--- src/rtl/uart_pkg.sv ---
// Shared UART constants: byte width, parity encodings and TX FIFO sizing used by the register map.
package uart_pkg;

    localparam int unsigned UART_DATA_W = 8;

    // Parity encodings common to UART_TX and UART_RX
    typedef enum logic [1:0] {
        ParityNone = 2'b00,
        ParityOdd  = 2'b01,
        ParityEven = 2'b10
    } parity_e;

    localparam int unsigned UART_FIFO_DEPTH    = 16;
    localparam int unsigned UART_FIFO_AF_LEVEL = 12;

    function automatic int unsigned fifo_cnt_w(input int unsigned depth);
        return $clog2(depth) + 1;
    endfunction

endpackage

--- src/rtl/uart_sync_fifo.sv ---
// Generic synchronous FIFO with registered head byte, level flags and sticky overflow/underflow.
module uart_sync_fifo
    import uart_pkg::*;
#(
    parameter int unsigned DATA_W = 8,
    parameter int unsigned DEPTH  = 16
) (
    input  logic                   clk,
    input  logic                   rst,
    input  logic                   flush,
    input  logic                   wr_en,
    input  logic [DATA_W-1:0]      wr_data,
    input  logic                   rd_en,
    input  logic                   clr_flags,
    output logic [DATA_W-1:0]      rd_data,
    output logic [$clog2(DEPTH):0] count,
    output logic [$clog2(DEPTH):0] count_next,
    output logic                   empty,
    output logic                   empty_next,
    output logic                   full,
    output logic                   overflow,
    output logic                   underflow
);

    localparam int unsigned ADDR_W = $clog2(DEPTH);
    localparam int unsigned CNT_W  = fifo_cnt_w(DEPTH);

    logic [DATA_W-1:0] mem [DEPTH];

    logic [ADDR_W-1:0] wr_ptr_q, wr_ptr_d;
    logic [ADDR_W-1:0] rd_ptr_q, rd_ptr_d;
    logic [CNT_W-1:0]  count_q, count_d;
    logic              empty_q, empty_d;
    logic              full_q, full_d;
    logic [DATA_W-1:0] rd_data_q, rd_data_d;
    logic              overflow_q, overflow_d;
    logic              underflow_q, underflow_d;
    logic              push, pop, ovf_set, udf_set;

    always_comb begin
        push    = 1'b0;
        pop     = 1'b0;
        ovf_set = 1'b0;
        udf_set = 1'b0;
        // Flush swallows any same-cycle push or pop without raising an error
        if (!flush) begin
            pop     = rd_en & ~empty_q;
            push    = wr_en & (~full_q | pop);
            ovf_set = wr_en & full_q & ~pop;
            udf_set = rd_en & empty_q;
        end

        wr_ptr_d = wr_ptr_q + ADDR_W'(push);
        rd_ptr_d = rd_ptr_q + ADDR_W'(pop);
        count_d  = count_q + CNT_W'(push) - CNT_W'(pop);
        if (flush) begin
            wr_ptr_d = '0;
            rd_ptr_d = '0;
            count_d  = '0;
        end

        empty_d = (count_d == '0);
        full_d  = (count_d == CNT_W'(DEPTH));

        // Writing into the slot that becomes the head: forward the incoming byte
        if (push && (wr_ptr_q == rd_ptr_d)) begin
            rd_data_d = wr_data;
        end else begin
            rd_data_d = mem[rd_ptr_d];
        end

        overflow_d  = (overflow_q & ~clr_flags) | ovf_set;
        underflow_d = (underflow_q & ~clr_flags) | udf_set;
    end

    always_ff @(posedge clk) begin
        if (rst) begin
            wr_ptr_q    <= '0;
            rd_ptr_q    <= '0;
            count_q     <= '0;
            empty_q     <= 1'b1;
            full_q      <= 1'b0;
            rd_data_q   <= '0;
            overflow_q  <= 1'b0;
            underflow_q <= 1'b0;
        end else begin
            wr_ptr_q    <= wr_ptr_d;
            rd_ptr_q    <= rd_ptr_d;
            count_q     <= count_d;
            empty_q     <= empty_d;
            full_q      <= full_d;
            rd_data_q   <= rd_data_d;
            overflow_q  <= overflow_d;
            underflow_q <= underflow_d;
        end
    end

    always_ff @(posedge clk) begin
        if (push && !rst) begin
            mem[wr_ptr_q] <= wr_data;
        end
    end

    assign rd_data    = rd_data_q;
    assign count      = count_q;
    assign count_next = count_d;
    assign empty      = empty_q;
    assign empty_next = empty_d;
    assign full       = full_q;
    assign overflow   = overflow_q;
    assign underflow  = underflow_q;

endmodule

--- src/rtl/uart_tx_fifo.sv ---
// UART transmit buffer: wraps uart_sync_fifo with the UART_TX start/pop handshake and almost_full.
module uart_tx_fifo
    import uart_pkg::*;
#(
    parameter int unsigned DATA_W   = UART_DATA_W,
    parameter int unsigned DEPTH    = UART_FIFO_DEPTH,
    parameter int unsigned AF_LEVEL = UART_FIFO_AF_LEVEL
) (
    input  logic                   clk,
    input  logic                   a_resetn,
    input  logic                   wr_en,
    input  logic [DATA_W-1:0]      wr_data,
    input  logic                   flush,
    input  logic                   clr_flags,
    input  logic                   tx_enable,
    input  logic                   tx_get_data,
    output logic                   tx_start,
    output logic [DATA_W-1:0]      d_out,
    output logic                   empty,
    output logic                   full,
    output logic                   almost_full,
    output logic [$clog2(DEPTH):0] count,
    output logic                   overflow,
    output logic                   underflow
);

    localparam int unsigned CNT_W = fifo_cnt_w(DEPTH);

    logic [CNT_W-1:0] count_next;
    logic             empty_next;
    logic             tx_start_q, tx_start_d;
    logic             pop_pending_q, pop_pending_d;
    logic             almost_full_q, almost_full_d;

    uart_sync_fifo #(
        .DATA_W (DATA_W),
        .DEPTH  (DEPTH)
    ) u_fifo (
        .clk        (clk),
        .rst        (a_resetn),
        .flush      (flush),
        .wr_en      (wr_en),
        .wr_data    (wr_data),
        .rd_en      (tx_get_data),
        .clr_flags  (clr_flags),
        .rd_data    (d_out),
        .count      (count),
        .count_next (count_next),
        .empty      (empty),
        .empty_next (empty_next),
        .full       (full),
        .overflow   (overflow),
        .underflow  (underflow)
    );

    always_comb begin
        pop_pending_d = 1'b0;
        tx_start_d    = 1'b1;
        if (!flush) begin
            // Once a low start has been presented, hold start high until UART_TX pops
            pop_pending_d = (pop_pending_q | ~tx_start_q) & ~tx_get_data;
            // Need the byte both before and after this edge so a fresh write is never bypassed
            tx_start_d    = ~(tx_enable & ~empty & ~empty_next & ~pop_pending_d);
        end
        almost_full_d = (count_next >= CNT_W'(AF_LEVEL));
    end

    always_ff @(posedge clk) begin
        if (a_resetn) begin
            tx_start_q    <= 1'b1;
            pop_pending_q <= 1'b0;
            almost_full_q <= 1'b0;
        end else begin
            tx_start_q    <= tx_start_d;
            pop_pending_q <= pop_pending_d;
            almost_full_q <= almost_full_d;
        end
    end

    assign tx_start    = tx_start_q;
    assign almost_full = almost_full_q;

endmodule

--- config.mk ---
export PLATFORM = sky130hd
export DESIGN_NAME = uart_tx_fifo
export DESIGN_NICKNAME = d
export VERILOG_FILES = /design/src/rtl/uart_pkg.sv /design/src/rtl/uart_sync_fifo.sv /design/src/rtl/uart_tx_fifo.sv
export SDC_FILE = /design/constraint.sdc
export NUM_CORES = 1
export LEC_CHECK = 0
export CAP_MARGIN = 20
export CORE_UTILIZATION = 50
export CTS_CLUSTER_SIZE = 28
export DETAILED_ROUTE_END_ITERATION = 12
export GPL_TIMING_DRIVEN = 0
export HOLD_SLACK_MARGIN = 0.06
export PLACE_DENSITY_LB_ADDON = 0.05
export SKIP_CTS_REPAIR_TIMING = 1
export SLEW_MARGIN = 40
export SYNTH_ARGS = -nofsm -noshare
export SYNTH_HDL_FRONTEND = slang
export SYNTH_SLANG_ARGS = --single-unit
--- constraint.sdc ---
create_clock -name clk -period 3.75 [get_ports clk]
set_clock_uncertainty 0.15 [all_clocks]
set_input_delay 0.5625 -clock clk [delete_from_list [all_inputs] [get_ports clk]]
set_output_delay 0.5625 -clock clk [all_outputs]
set_load 0.02 [all_outputs]
After elaboration in Yosys (flattened, before gate mapping) --
Memories as Yosys holds them, arrays and structs flattened. A register that Yosys moved wholly into a read port is not among the register bits. Index checks and enable logic that the tools add are counted.
Storage, ports and cells: bits in registers 20, bits in writable memories 128, input bits 15, output and inout bits 19, logic and storage cells 53, memories 1
Cells by class: $add $sub $neg 4, $lt $le $gt $ge 1, eq/ne operators 1, muxes and demuxes 8, bitwise logic cells 24, reductions and logical operators 4
Memory list:
- u_fifo.mem | words 16, bits a word 8, rd ports 1, clocked after memory_dff 1, wr ports 1, line uart_sync_fifo.sv:28 | logic [DATA_W-1:0] mem [DEPTH];
Operators with widths (number):
- 1-bit bitwise AND | 11
- 1-bit inverter | 9
- 4-bit by 1-bit adder with 4-bit output | 2
- 1-bit two-way mux | 6
- 5-bit by 1-bit adder with 5-bit output | 1
- 5-bit == test (second input constant) | 1
- 5-bit by 4-bit >= comparator with 1-bit output (second input constant) | 1
- 5-bit logical NOT | 1
- 5-bit two-way mux | 1
- 5-bit by 1-bit subtractor with 5-bit output | 1
- 4-bit two-way mux | 1
- 1-bit bitwise OR | 4
- 2-bit OR reduction | 1
- 1-bit logical AND | 1
- 1-bit logical NOT | 1

Longest topological paths before layout --
Gate-level depths: netlist of the first run.
depth in word-level cells 13, gate-level depth with buffers 12, mapped depth without buffers 10

Hierarchy --
A second synthesis of the first run with hierarchy kept.
Unflattened totals: cells, all modules 418, area total of the unflattened synthesis 6417.4 µm²
By module, submodules not included:
- uart_sync_fifo | times used 1, cells an instance 408, area each 6303.5 µm², sequential area each 4344.2 µm²
- uart_tx_fifo | times used 1, cells an instance 10, area each 113.9 µm², sequential area each 60.1 µm²

Worst setup path after synthesis of the first run --
OpenSTA, ideal clock, no wires.
kind input port to flip-flop, start point input flush, end point register u_fifo.rd_data_q[6], in the netlist u_fifo.rd_data[6], read port of u_fifo.mem, library setup time 129 ps, arrival 2921 ps, data required time 3471 ps, path slack 550 ps, stages on the path 11, buffers on the path 3, cells stage by stage buf_1 -> nor3b_1 -> ha_1 -> ha_1 -> buf_2 -> xor2_1 -> buf_2 -> mux4_2 -> nor3b_1 -> a211oi_1 -> a31oi_1
On the way: word-level cells in the longest chain between the ends 3
Ends and longest elaborated chain:
- start: declaration | line uart_tx_fifo.sv:13 | input logic flush,
- 1-bit two-way mux | line uart_sync_fifo.sv:46 | if (!flush) begin
- 4-bit by 1-bit adder with 4-bit output | line uart_sync_fifo.sv:54 | rd_ptr_d = rd_ptr_q + ADDR_W'(pop);
- 4-bit two-way mux * | line uart_sync_fifo.sv:56 | if (flush) begin
- end: declaration | line uart_sync_fifo.sv:35 | logic [DATA_W-1:0] rd_data_q, rd_data_d;
Mark *: on every way between the ends. The rest lies on a longest branch, timed or not. A chain may end at the register's enable or synchronous reset.

Final worst setup path of the first run --
start point input tx_get_data, end point register u_fifo.rd_data_q[0], in the netlist u_fifo.rd_data[0], read port of u_fifo.mem
On the way: word-level cells in the longest chain between the ends 4
Ends and longest elaborated chain:
- start: declaration | line uart_tx_fifo.sv:16 | input logic tx_get_data,
- 1-bit bitwise AND | line uart_sync_fifo.sv:47 | pop = rd_en & ~empty_q;
- 1-bit two-way mux | line uart_sync_fifo.sv:46
- 4-bit by 1-bit adder with 4-bit output | line uart_sync_fifo.sv:54
- 4-bit two-way mux | line uart_sync_fifo.sv:56
No other way between the ends.

==> results of run 1 <==
flip-flops by register name, summed over array words and instances, names as in the netlist:
register and flops:
u_fifo.full 1, u_fifo.wr_ptr_q 4, pop_pending_q 1, u_fifo.rd_data 8, u_fifo.underflow 1, almost_full 1, u_fifo.overflow 1, u_fifo.rd_ptr_q 4
u_fifo.count 5, u_fifo.mem 128, tx_start 1, u_fifo.empty 1
synth_stat cells (all sizes together) (5+ instances only):
cell | n | area (µm²)
nand4 | 8 | 50.1
mux4 | 8 | 180
dfxtp | 28 | 561
edfxtp | 128 | 3840
a21oi | 5 | 25.0
mux2i | 18 | 193
and2 | 8 | 50.1
nand2 | 23 | 86.3
clkbuf | 12 | 45.0
o41ai | 8 | 70.1
ha | 9 | 113
a31oi | 10 | 62.6
a211oi | 16 | 120
a221oi | 8 | 70.1
o22ai | 17 | 106
xnor2 | 8 | 77.6
nor3b | 11 | 82.6
o221ai | 16 | 140
nor2 | 33 | 124
buf | 17 | 88.8
inv | 11 | 41.3
per-layer routing:
layer  track usage  up-vias  share of wire
li1              -     1877              -
met1         0.314     2003           0.44
met2         0.364      152           0.47
met3        0.0565       40          0.055
met4         0.110        0          0.032
met5             0        -              0
area by class of cell:
class / count / area [µm²]
plain buffers: 29 / 148
clock buffers: 18 / 429
clock inverters: 14 / 153
fillers: 967 / 4860
inverters: 14 / 52.6
multi-input cells: 248 / 1940
flip-flops and latches: 156 / 4400
well taps: 172 / 215
repair buffers: 40 / 370
metrics by stage:
step | cell area, µm² | instances | power (W)
2_1_floorplan | 6440 | 447 | 0.00208
3_3_place_gp | 6980 | 652 | 0.00220
3_5_place_dp | 7050 | 658 | 0.00220
4_1_cts | 7630 | 690 | 0.00387
5_1_grt | 7710 | 691 | 0.00397
6_report | 7710 | 691 | 0.00385
cell usage in the layout, fill, tap and decap left out, drive strengths merged, types with 9 or more instances in the layout:
master | netlist | layout
edfxtp | 128 | 128
nor2 | 33 | 33
clkdlybuf4s50 | 0 | 32
clkbuf | 12 | 32
dfxtp | 28 | 28
nand2 | 23 | 23
buf | 17 | 22
mux2i | 18 | 18
o22ai | 17 | 17
o221ai | 16 | 16
a211oi | 16 | 16
inv | 11 | 11
nor3b | 11 | 11
a31oi | 10 | 10
ha | 9 | 9
clkinv | 3 | 9
worst min path at each step:
stage	startpoint	to	slack [ns]
6_report	u_fifo.overflow	u_fifo.overflow	0.34
5_1_grt	u_fifo.overflow	u_fifo.overflow	0.38
4_1_cts	u_fifo.underflow	u_fifo.underflow	0.34
3_5_place_dp	u_fifo.underflow	u_fifo.underflow	0.32
3_3_place_gp	u_fifo.underflow	u_fifo.underflow	0.32
2_1_floorplan	u_fifo.wr_ptr_q[0]	u_fifo.wr_ptr_q[0]	0.40
cell families after synthesis:
logic type      after synthesis  share of synthesized area
xor+xnor                     11                     0.0161
fa+ha+maj                    10                     0.0206
buf+inv                      43                     0.0290
flops                       156                      0.684
compound gates               91                      0.104
simple gates                110                     0.0877
mux                          26                     0.0579
power by group:
group          total (W)  switching [W]  internal, W
clock            0.00168       0.000651      0.00103
combinational   0.000263       0.000154     0.000109
sequential       0.00191      0.0000116      0.00189
worst register-to-register path, stage by stage, from the launching register on:
cell,delay [ns]
dfxtp_1,0.36
nor3b_4,0.24
ha_1,0.23
ha_1,0.15
buf_2,0.22
xnor2_1,0.12
clkbuf_2,0.23
o21ai_1,0.20
nand3_2,0.22
or3_1,0.40
buf_2,0.17
a31oi_1,0.25
==> summary.txt, run 1 <==
H-tree depth = 4
Root Buffer = clkbuf_16
achievable frequency = 0.296 GHz
Crit path max-delay family = buffers and inverters
I/O Buffers = 33
VDD IR-drop max = 0.447 mV
status = finished clean
Cell Area, Synth = 0.00644 mm²
number of flops mapped to enable cells by yosys = 128
RR Endpoint = u_fifo.rd_data[0]
Crit path arrival time = 3.55 ns
pre-CTS setup slack = -0.937 ns
DRC = 0
post-synthesis register bit count = 156
GRT Overall Usage = 0.235
Yosys warnings = 0
CP Launch Type = input pin
crit share post-route = 0.901
power density cells = 500 mW/mm²
crit path from = tx_get_data
Layout Area Growth over Synthesis = 19.8%
1st-iter DRT viols = 321
# clock sinks = 156
core area = 0.0126 mm²
NumNets Final = 531
Clock Tree Buf Depth = 2
Crit path largest cell delay = 0.53 ns
Max Cap Violations = 0
Worst Max-Slew Pin Slew = 0.851 ns
instance count on the critical path = 12
Final Core Density = 0.613
grt ovf = 0
drt wl/cell = 21.1 µm
Async S/R FF share, synth = 0
Hold Crit Depth = 2
drt via density = 5.89
drt pass-1 iters = 5
RSZ-0062 raised after global routing = false
first-pass GRT wire length = 21600 µm
Max-slew headroom = 0.431
Critical Path Sink = u_fifo.rd_data[0]
clock-pin slew on the worst setup and hold paths = 0.06 ns
I/O pin count = 34
dpl hpwl = 9890 µm
Synth Instances = 447
Die ar. = 0.0133 mm²
CP Max Fanout = 10
slowest CP cell = clkdlybuf4s50_1
layout cells sized above 1 = 0.146
DRT Wirelength = 14600 µm
crit path buf inv count = 4
Starting Density = 0.512
worst hold margin = 0.342 ns
antenna-violating nets left = 0
Avg Inst Size Synth = 14.4 µm²
Setup Total Neg Slack = 0 ns
r2r setup slk = 0.71 ns
vias in the first global route = 3799
row cnt = 41
DR vias = 4072
Slew Limit Fails = 0
prevailing post-synth register cell = edfxtp_1
largest net degree at the start of global routing = 18
worst path cell trace = clkdlybuf4s50_1, nor3b_4, ha_1, ha_1, buf_2, xnor2_1, clkbuf_2, o21ai_1, nand3_2, or3_1, buf_2, a31oi_1
syn_nets = 472
GPL Wtd Cong = 0.886
R2R Path Start = u_fifo.empty
Die Ht = 115 µm
final setup margin = 0.373 ns
initial antenna violation count = 0
HP Class = reg -> reg
Die X = 115 µm
sequential area share after synthesis = 0.684
Critical Setup Path Class = in -> reg
CP Capture Type = register
CTS tree = built
Cell variety after synth = 49
CTS Buf Count = 17
worst endpoint required time = 3.92 ns
Diodes inserted = 0
worst reg2reg path depth = 11
worst skew pair latency = 0.42 ns
Leakage = 2.47 nW
fin crit period = 3.38 ns
count of final hold-check violations = 0
# setup viols final = 0
Note: power is estimated with default switching activity, not from simulation.
==> run 2: changes to the inputs <==
CORE_ASPECT_RATIO = 1.2   (was not set)
SKIP_CTS_REPAIR_TIMING = not set   (was 1)
clock period = 4 ns   (was 3.75 ns; I/O delays follow)
==> run 2 against run 1 <==
- critical path depth fell by 1
- sequential share of layout area is 0.13 points lower
- hold slack about the same
- flip-flop and latch count did not move
- largest power group unchanged
- non-clock buffer count fell by 1
==> summary.txt, run 2 (same netlist as run 1, synthesis figures left out) <==
status = finished clean (unchanged)
achievable frequency = 0.260 GHz
commonest non-fill, non-tap cells in the layout = edfxtp_1, nor2_1, clkdlybuf4s50_1 (unchanged)
slowest CP cell = clkdlybuf4s50_1 (unchanged)
count of final hold-check violations = 0 (unchanged)
Critical Setup Path Class = in -> reg (unchanged)
largest net degree at the start of global routing = 18 (unchanged)
NumNets Final = 530 (was 531)
Setup Total Neg Slack = 0 ns (unchanged)
Leakage = 2.47 nW (about the same)
layout cells sized above 1 = 0.139 (was 0.146)
crit path buf inv count = 5 (was 4)
I/O pin count = 34 (unchanged)
worst hold margin = 0.343 ns (was 0.342 ns)
final setup margin = 0.156 ns (was 0.373 ns)
fin crit period = 3.84 ns
Crit path arrival time = 4.00 ns (was 3.55 ns)
power density cells = 486 mW/mm² (was 500 mW/mm²)
HP Class = reg -> reg (unchanged)
1st-iter DRT viols = 286 (was 321)
GRT Overall Usage = 0.245 (was 0.235)
Diodes inserted = 0 (unchanged)
Worst Max-Slew Pin Slew = 0.833 ns (was 0.851 ns)
pre-CTS setup slack = -0.877 ns (was -0.937 ns)
Max-slew headroom = 0.445 (was 0.431)
drt pass-1 iters = 5 (unchanged)
VDD IR-drop max = 0.297 mV (was 0.447 mV)
worst path cell trace = clkdlybuf4s50_1, clkbuf_4, nor3b_2, ha_1, ha_1, buf_2, clkinv_1, clkbuf_1, a221oi_1, a211oi_1, a31oi_1 (was clkdlybuf4s50_1, nor3b_4, ha_1, ha_1, buf_2, xnor2_1, clkbuf_2, o21ai_1, nand3_2, or3_1, buf_2, a31oi_1)
Max Cap Violations = 0 (unchanged)
Final Non-Filler Cells = 682 (was 691)
antenna-violating nets left = 0 (unchanged)
Layout Area Growth over Synthesis = 20.1% (was 19.8%)
leading cell type in the layout, fill and taps excluded = edfxtp_1 (unchanged)
vias in the first global route = 3925 (was 3799)
DR vias = 4046 (was 4072)
CP Max Fanout = 10 (unchanged)
clock-pin slew on the worst setup and hold paths = 0.06 ns (about the same)
Crit path max-delay family = buffers and inverters (unchanged)
CP Capture Type = register (unchanged)
worst endpoint required time = 4.16 ns (was 3.92 ns)
Die ar. = 0.0133 mm² (about the same)
# setup viols final = 0 (unchanged)
Placed Area = 0.00704 mm² (was 0.00705 mm²)
CP Launch Type = input pin (unchanged)
row cnt = 45 (was 41)
DRT Wirelength = 15000 µm (was 14600 µm)
drt via density = 5.93 (was 5.89)
GPL Wtd Cong = 0.900 (was 0.886)
DRC = 0 (unchanged)
Die Ht = 126 µm (was 115 µm)
max reg flops = 128 (unchanged)
drt wl/cell = 22.0 µm (was 21.1 µm)
Die X = 106 µm (was 115 µm)
crit share post-route = 0.961
Root Buffer = clkbuf_16 (unchanged)
Fillers = 973 (was 967)
# clock sinks = 156 (unchanged)
Slew Limit Fails = 0 (unchanged)
first-pass GRT wire length = 23400 µm (was 21600 µm)
H-tree depth = 4 (unchanged)
Largest Register = u_fifo.mem (unchanged)
Crit path largest cell delay = 0.62 ns (was 0.53 ns)
core area = 0.0126 mm² (about the same)
CTS tree = built (unchanged)
Starting Density = 0.510 (was 0.512)
Final Cell Area = 0.00773 mm² (was 0.00771 mm²)
grt ovf = 0 (unchanged)
initial antenna violation count = 0 (unchanged)
I/O Buffers = 33 (unchanged)
CTS Buf Count = 17 (unchanged)
DP Cell Count = 650 (was 658)
Setup Fix Bufs, Post-CTS = 0
cell seen most often among critical-path stages = ha_1
Clock Tree Buf Depth = 2 (unchanged)
dpl hpwl = 10300 µm (was 9890 µm)
worst skew pair latency = 0.42 ns (about the same)
run 2: cell types whose count changed in the layout (fill, tap and decap cells not counted), sizes merged:
cell          delta
bufinv           +2
clkbuf           +3
clkinv           -4
clkinvlp         -3
inv              +2
dlymetal6s2s     -1
run 2: worst min-delay path, stage by stage (launching register included):
cell	delay [ns]
dfxtp_1	0.33
a32oi_1	0.06
nor2_1	0.07
run 2: cell type report:
cell class                 instances  area, µm²  share of cell area
sequential                       156       4400               0.570
multi-input combinational        248       1930               0.250
clock buffer                      21        440              0.0570
timing repair buffer              39        358              0.0463
tap                              164        205              0.0266
clock inverter                    11        190              0.0246
buffer                            29        143              0.0185
inverter                          14       52.6             0.00680
run 2: stage by stage:
step,util,total power [W]
6_report,0.613,0.00376
5_1_grt,0.613,0.00386
4_1_cts,0.611,0.00377
3_5_place_dp,0.559,0.00207
3_3_place_gp,0.553,0.00206
2_1_floorplan,-,0.00195
run 2: layer usage:
metal	wire, µm	GRT usage	up-vias
met3	777	0.0471	27
met1	6660	0.347	2003
met4	505	0.103	0
met2	7040	0.372	136
met5	0	0	-
li1	-	-	1880
run 2: repair_timing:
action,in CTS,in global routing
gates resized for setup,6,8
hold buffers,0,0
endpoints found under the setup margin,8,8
hold endpoints to repair,0,0
run 2: path summary, 6_finish.rpt:
| check | from | to | slack [ns] | cells past startpoint |
|---|---|---|---|---|
| min reg2reg | u_fifo.underflow | u_fifo.underflow | 0.34 | 2 |
| max reg2reg | u_fifo.empty | u_fifo.rd_data[0] | 0.87 | 9 |
| max | flush | u_fifo.rd_data[0] | 0.16 | 11 |
| min | u_fifo.underflow | u_fifo.underflow | 0.34 | 2 |
run 2: where the power goes:
group          leakage [nW]  internal, W  switching (W)
Sequential             1.38      0.00178      0.0000101
Clock                 0.297      0.00111       0.000615
Combinational         0.794     0.000101       0.000147
==> run 3: changes to the inputs <==
GPL_TIMING_DRIVEN = not set   (was 0)
==> run 3 against run 2 <==
- global-route usage about the same
- register-to-register slack improved by 0.17 ns
- largest power group unchanged
- clock-buffer cell count decreased by 2
- first-iteration DRC count increased by 4.5%
- critical path depth decreased by 1
- critical endpoint unchanged
==> summary.txt, run 3 (same netlist as run 1, synthesis figures left out) <==
NumNets Final = 524 (was 530)
hold-fix buffers at CTS = 0 (unchanged)
crit share post-route = 0.834 (was 0.961)
drt wl/cell = 22.1 µm (was 22.0 µm)
Layout Area Growth over Synthesis = 18.5% (was 20.1%)
Crit path max-delay family = simple AND/OR/NAND/NOR gates (was buffers and inverters)
# clock sinks = 156 (unchanged)
status = finished clean (unchanged)
Die X = 106 µm (unchanged)
Slew Limit Fails = 0 (unchanged)
Critical Setup Path Class = in -> reg (unchanged)
VDD IR-drop max = 0.289 mV (was 0.297 mV)
crit path buf inv count = 2 (was 5)
Die Ht = 126 µm (unchanged)
Worst Max-Slew Pin Slew = 0.816 ns (was 0.833 ns)
Max-slew headroom = 0.454 (was 0.445)
CTS tree = built (unchanged)
worst reg2reg path depth = 9 (unchanged)
I/O pin count = 34 (unchanged)
vias in the first global route = 4051 (was 3925)
Starting Density = 0.510 (unchanged)
commonest non-fill, non-tap cells in the layout = edfxtp_1, nor2_1, clkdlybuf4s50_1 (unchanged)
CP Max Fanout = 11 (was 10)
Max Cap Violations = 0 (unchanged)
DRC = 0 (unchanged)
CP Launch Type = input pin (unchanged)
power density cells = 465 mW/mm² (was 486 mW/mm²)
Design Power = 0.00355 W (was 0.00376 W)
fin crit period = 3.34 ns (was 3.84 ns)
leading cell type in the layout, fill and taps excluded = edfxtp_1 (unchanged)
Leakage = 2.45 nW (was 2.47 nW)
instance count on the critical path = 10 (was 11)
row cnt = 45 (unchanged)
Root Buffer = clkbuf_16 (unchanged)
RSZ-0062 raised after global routing = false
first-pass GRT wire length = 23300 µm (was 23400 µm)
Clock Tree Buf Depth = 2 (unchanged)
largest net degree at the start of global routing = 26 (was 18)
core area = 0.0126 mm² (unchanged)
max reg flops = 128 (unchanged)
Die ar. = 0.0133 mm² (unchanged)
CTS Buf Count = 17 (unchanged)
Crit path arrival time = 3.52 ns (was 4.00 ns)
initial antenna violation count = 0 (unchanged)
Largest Register = u_fifo.mem (unchanged)
achievable frequency = 0.300 GHz (was 0.260 GHz)
crit path from = tx_get_data (was flush)
post-cts gate resize count = 0 (was 6)
Hold Crit Depth = 2 (unchanged)
DR vias = 4035 (was 4046)
grt ovf = 0 (unchanged)
worst skew pair latency = 0.41 ns (was 0.42 ns)
# setup viols final = 0 (unchanged)
clock-pin slew on the worst setup and hold paths = 0.06 ns (about the same)
Setup Fix Bufs, Post-CTS = 0 (unchanged)
1st-iter DRT viols = 299 (was 286)
Diodes inserted = 0 (unchanged)
dpl hpwl = 9890 µm (was 10300 µm)
worst endpoint required time = 4.19 ns (was 4.16 ns)
R2R Path Start = u_fifo.empty (unchanged)
drt via density = 5.97 (was 5.93)
Hold Path Origin = u_fifo.underflow (unchanged)
GRT Overall Usage = 0.245 (about the same)
count of final hold-check violations = 0 (unchanged)
CP Capture Type = register (unchanged)
slowest CP cell = or3_1 (was clkdlybuf4s50_1)
drt pass-1 iters = 5 (unchanged)
worst path cell trace = clkdlybuf4s50_1, nor3b_1, ha_1, ha_1, buf_4, nor4bb_1, a31oi_1, o21a_1, or3_1, a31oi_1 (was clkdlybuf4s50_1, clkbuf_4, nor3b_2, ha_1, ha_1, buf_2, clkinv_1, clkbuf_1, a221oi_1, a211oi_1, a31oi_1)
Setup Total Neg Slack = 0 ns (unchanged)
Crit path largest cell delay = 0.55 ns (was 0.62 ns)
I/O Buffers = 33 (unchanged)
layout cells sized above 1 = 0.143 (was 0.139)
GPL Wtd Cong = 0.887 (was 0.900)
H-tree depth = 4 (unchanged)
HP Class = reg -> reg (unchanged)
DRT Wirelength = 15000 µm (about the same)
antenna-violating nets left = 0 (unchanged)
## run 3: cell type report
| class | count | area, µm² |
|---|---|---|
| clock buffers | 19 | 433 |
| multi-input cells | 248 | 1860 |
| flip-flops and latches | 156 | 4400 |
| well taps | 164 | 205 |
| inverters | 14 | 52.6 |
| fillers | 997 | 4980 |
| repair buffers | 62 | 543 |
| clock inverters | 13 | 126 |
## run 3: worst paths after layout
| kind | slack (ns) | endpoint |
|---|---|---|
| worst max-delay path | 0.66 | u_fifo.rd_data[0] |
| worst min-delay path | 0.34 | u_fifo.underflow |
| worst max register to register | 1.04 | u_fifo.rd_data[0] |
| worst min register to register | 0.34 | u_fifo.underflow |
## run 3: routing by layer
metal  up-vias  global-route usage  part of all wire
li1       1865                   -                 -
met1      1994               0.321              0.43
met2       148               0.397              0.49
met3        28              0.0538             0.054
met4         0              0.0972             0.028
met5         -                   0                 0
## run 3: stage by stage
stage	hold slack (ns)	utilization	setup WS, ns	cells	cell area [µm²]
final	0.339	0.605	0.664	676	7630
after global routing	0.356	0.605	0.497	676	7630
after CTS	0.343	0.605	0.714	676	7630
after detailed placement	0.325	0.561	0.303	644	7070
after global placement	0.321	0.561	0.361	644	7070
after floorplan	0.396	-	0.763	447	6440
## run 3: report_power, final
group	total, W	internal [W]	switching (W)
clock network	0.00152	0.000909	0.000611
logic	0.000236	0.0000990	0.000137
registers	0.00179	0.00178	0.0000137
total	0.00355	0.00278	0.000762
## run 3: worst min-delay path: stages, from the launching register on
cell and delay (ns):
dfxtp_1 0.32, a32oi_1 0.06, nor2_1 0.08
==> patch: new RTL, config.mk and constraints of run 3 <==
`UART_FIFO_DEPTH`: 16 -> 8.
--- a/src/rtl/uart_pkg.sv
+++ b/src/rtl/uart_pkg.sv
@@ -10,7 +10,7 @@
         ParityEven = 2'b10
     } parity_e;
 
-    localparam int unsigned UART_FIFO_DEPTH    = 16;
+    localparam int unsigned UART_FIFO_DEPTH    = 8;
     localparam int unsigned UART_FIFO_AF_LEVEL = 12;
 
     function automatic int unsigned fifo_cnt_w(input int unsigned depth);
Interface: changed (resized count); port bits go from 34 to 33. The function was not compared with the original's and may differ.
==> patch against run 3 <==
- first-iteration DRC count shrank 39%
- sequential cell count shrank 67
- worst setup slack gained 0.38 ns
- via count shrank 39%
- final area shrank 41%
- sequential power shrank 44%
- sequential share of layout area shrank 3.7 points
- global-route usage shrank 0.26 points
- total power shrank 46%
- wire length shrank 42%
- area after synthesis shrank 42%
- critical path type unchanged
- largest power group unchanged
==> patch: results (changes against run 3) <==
top cells by count, synth=edfxtp_1 (64), dfxtp_1 (25), a211oi_1 (17); Non-clk bufs=49 (-21%); invs w/o clock=3 (-11); syn nets=293 (-38%); Layout clock area frac=0.0558 (-0.0175); grt met3 use=0.0340 (-0.0199); grt met1 use=0.317 (-0.00457); register area share after synthesis=0.645 (-0.0390); cells taking the most area after synthesis=edfxtp_1 (51%), dfxtp_1 (13%), mux2i_1 (4.3%), a211o_1 (3.7%), a211oi_1 (3.4%); DR pass1 iterations=4 (-1); delay of the slowest critical-path stage=0.53 ns (-0.02 ns); Final nets=337 (-36%); met2 GRT Util=0.392 (-0.00572); status=completed; Post-synth EDFFs=64 (-50%); WL/cell=21.1 µm (-4.5%); Seq pwr share=0.529 (+0.024); chip width=81.1 µm (-23%); Pleak=1.49 nW (-39%); Num CTS Buffers=9 (-8); Yosys reg bits=89 (-43%); Layout non-clock buf frac=0.0999 (+0.0287); largest net degree at the start of global routing=33 (+27%); clock latency on the worst-skew pair=0.36 ns (-0.05 ns); CP top delay family=buffers and inverters; WP buf/inv=3 (+1); DP Worst Slack=0.694 ns (+0.390 ns); met2 wire length=4300 µm (-42%); Clock Tree Root=clkbuf_8; met3 WL post-DR=386 µm (-52%); #MultiIn Comb=163 (-34%); port bufs=32 (-3.0%); DR vias=2467 (-39%); 1st-iter DRT viols=182 (-39%); share of cells above drive strength 1=0.109 (-0.0332); max reg flops=64 (-50%); multi-input gate share of total cell area=0.277 (+0.0322); global-route wire length before repair=13400 µm (-43%); sequential cell area=2420 µm² (-45%); Max FO, Critical Path=32 (+21); P_comb=0.146 mW (-38%); Net Sw Frac=0.215 (+0.000316); worst vdd ir=359 µV (+24%); Clock Pin Slew Worst Setup and Hold Paths=0.08 ns (+0.02 ns); clkbuf count=10 (-9); detailed-routing wirelength on met1=3770 µm (-41%); DP HPWL=5390 µm (-46%); H-Tree Depth=3 (-1); Tightest Pin Transition=0.660 ns (-0.156 ns); Synth cell types=39 (-20%); fill count=576 (-42%); Warnings, synthesis=0 (unchanged)
[patch: through the flow]
stage / cell area [µm²] / std cells / total power, mW
finish: 4480 / 410 / 1.91
global route: 4480 / 410 / 1.97
global placement: 4230 / 394 / 1.18
floorplan: 3750 / 271 / 1.11
detailed placement: 4230 / 394 / 1.18
CTS: 4480 / 410 / 1.92
[patch: worst paths after layout]
check	startpoint	end	slack, ns	cells after the start
hold / removal	u_fifo.underflow	u_fifo.underflow	0.32	2
setup reg to reg	u_fifo.empty	u_fifo.rd_data[4]	1.41	8
hold reg to reg	u_fifo.underflow	u_fifo.underflow	0.32	2
setup / recovery	flush	u_fifo.rd_data[7]	1.04	8
[patch: logic make-up (layout without fill, tap and decap cells)]
group | after synthesis | in the layout | share of synthesized area
compound gates | 60 | 60 | 0.131
xor+xnor | 9 | 9 | 0.0230
fa+ha+maj | 7 | 7 | 0.0253
buf+inv | 19 | 68 | 0.0243
flops | 89 | 89 | 0.645
mux | 16 | 16 | 0.0427
simple gates | 71 | 71 | 0.108
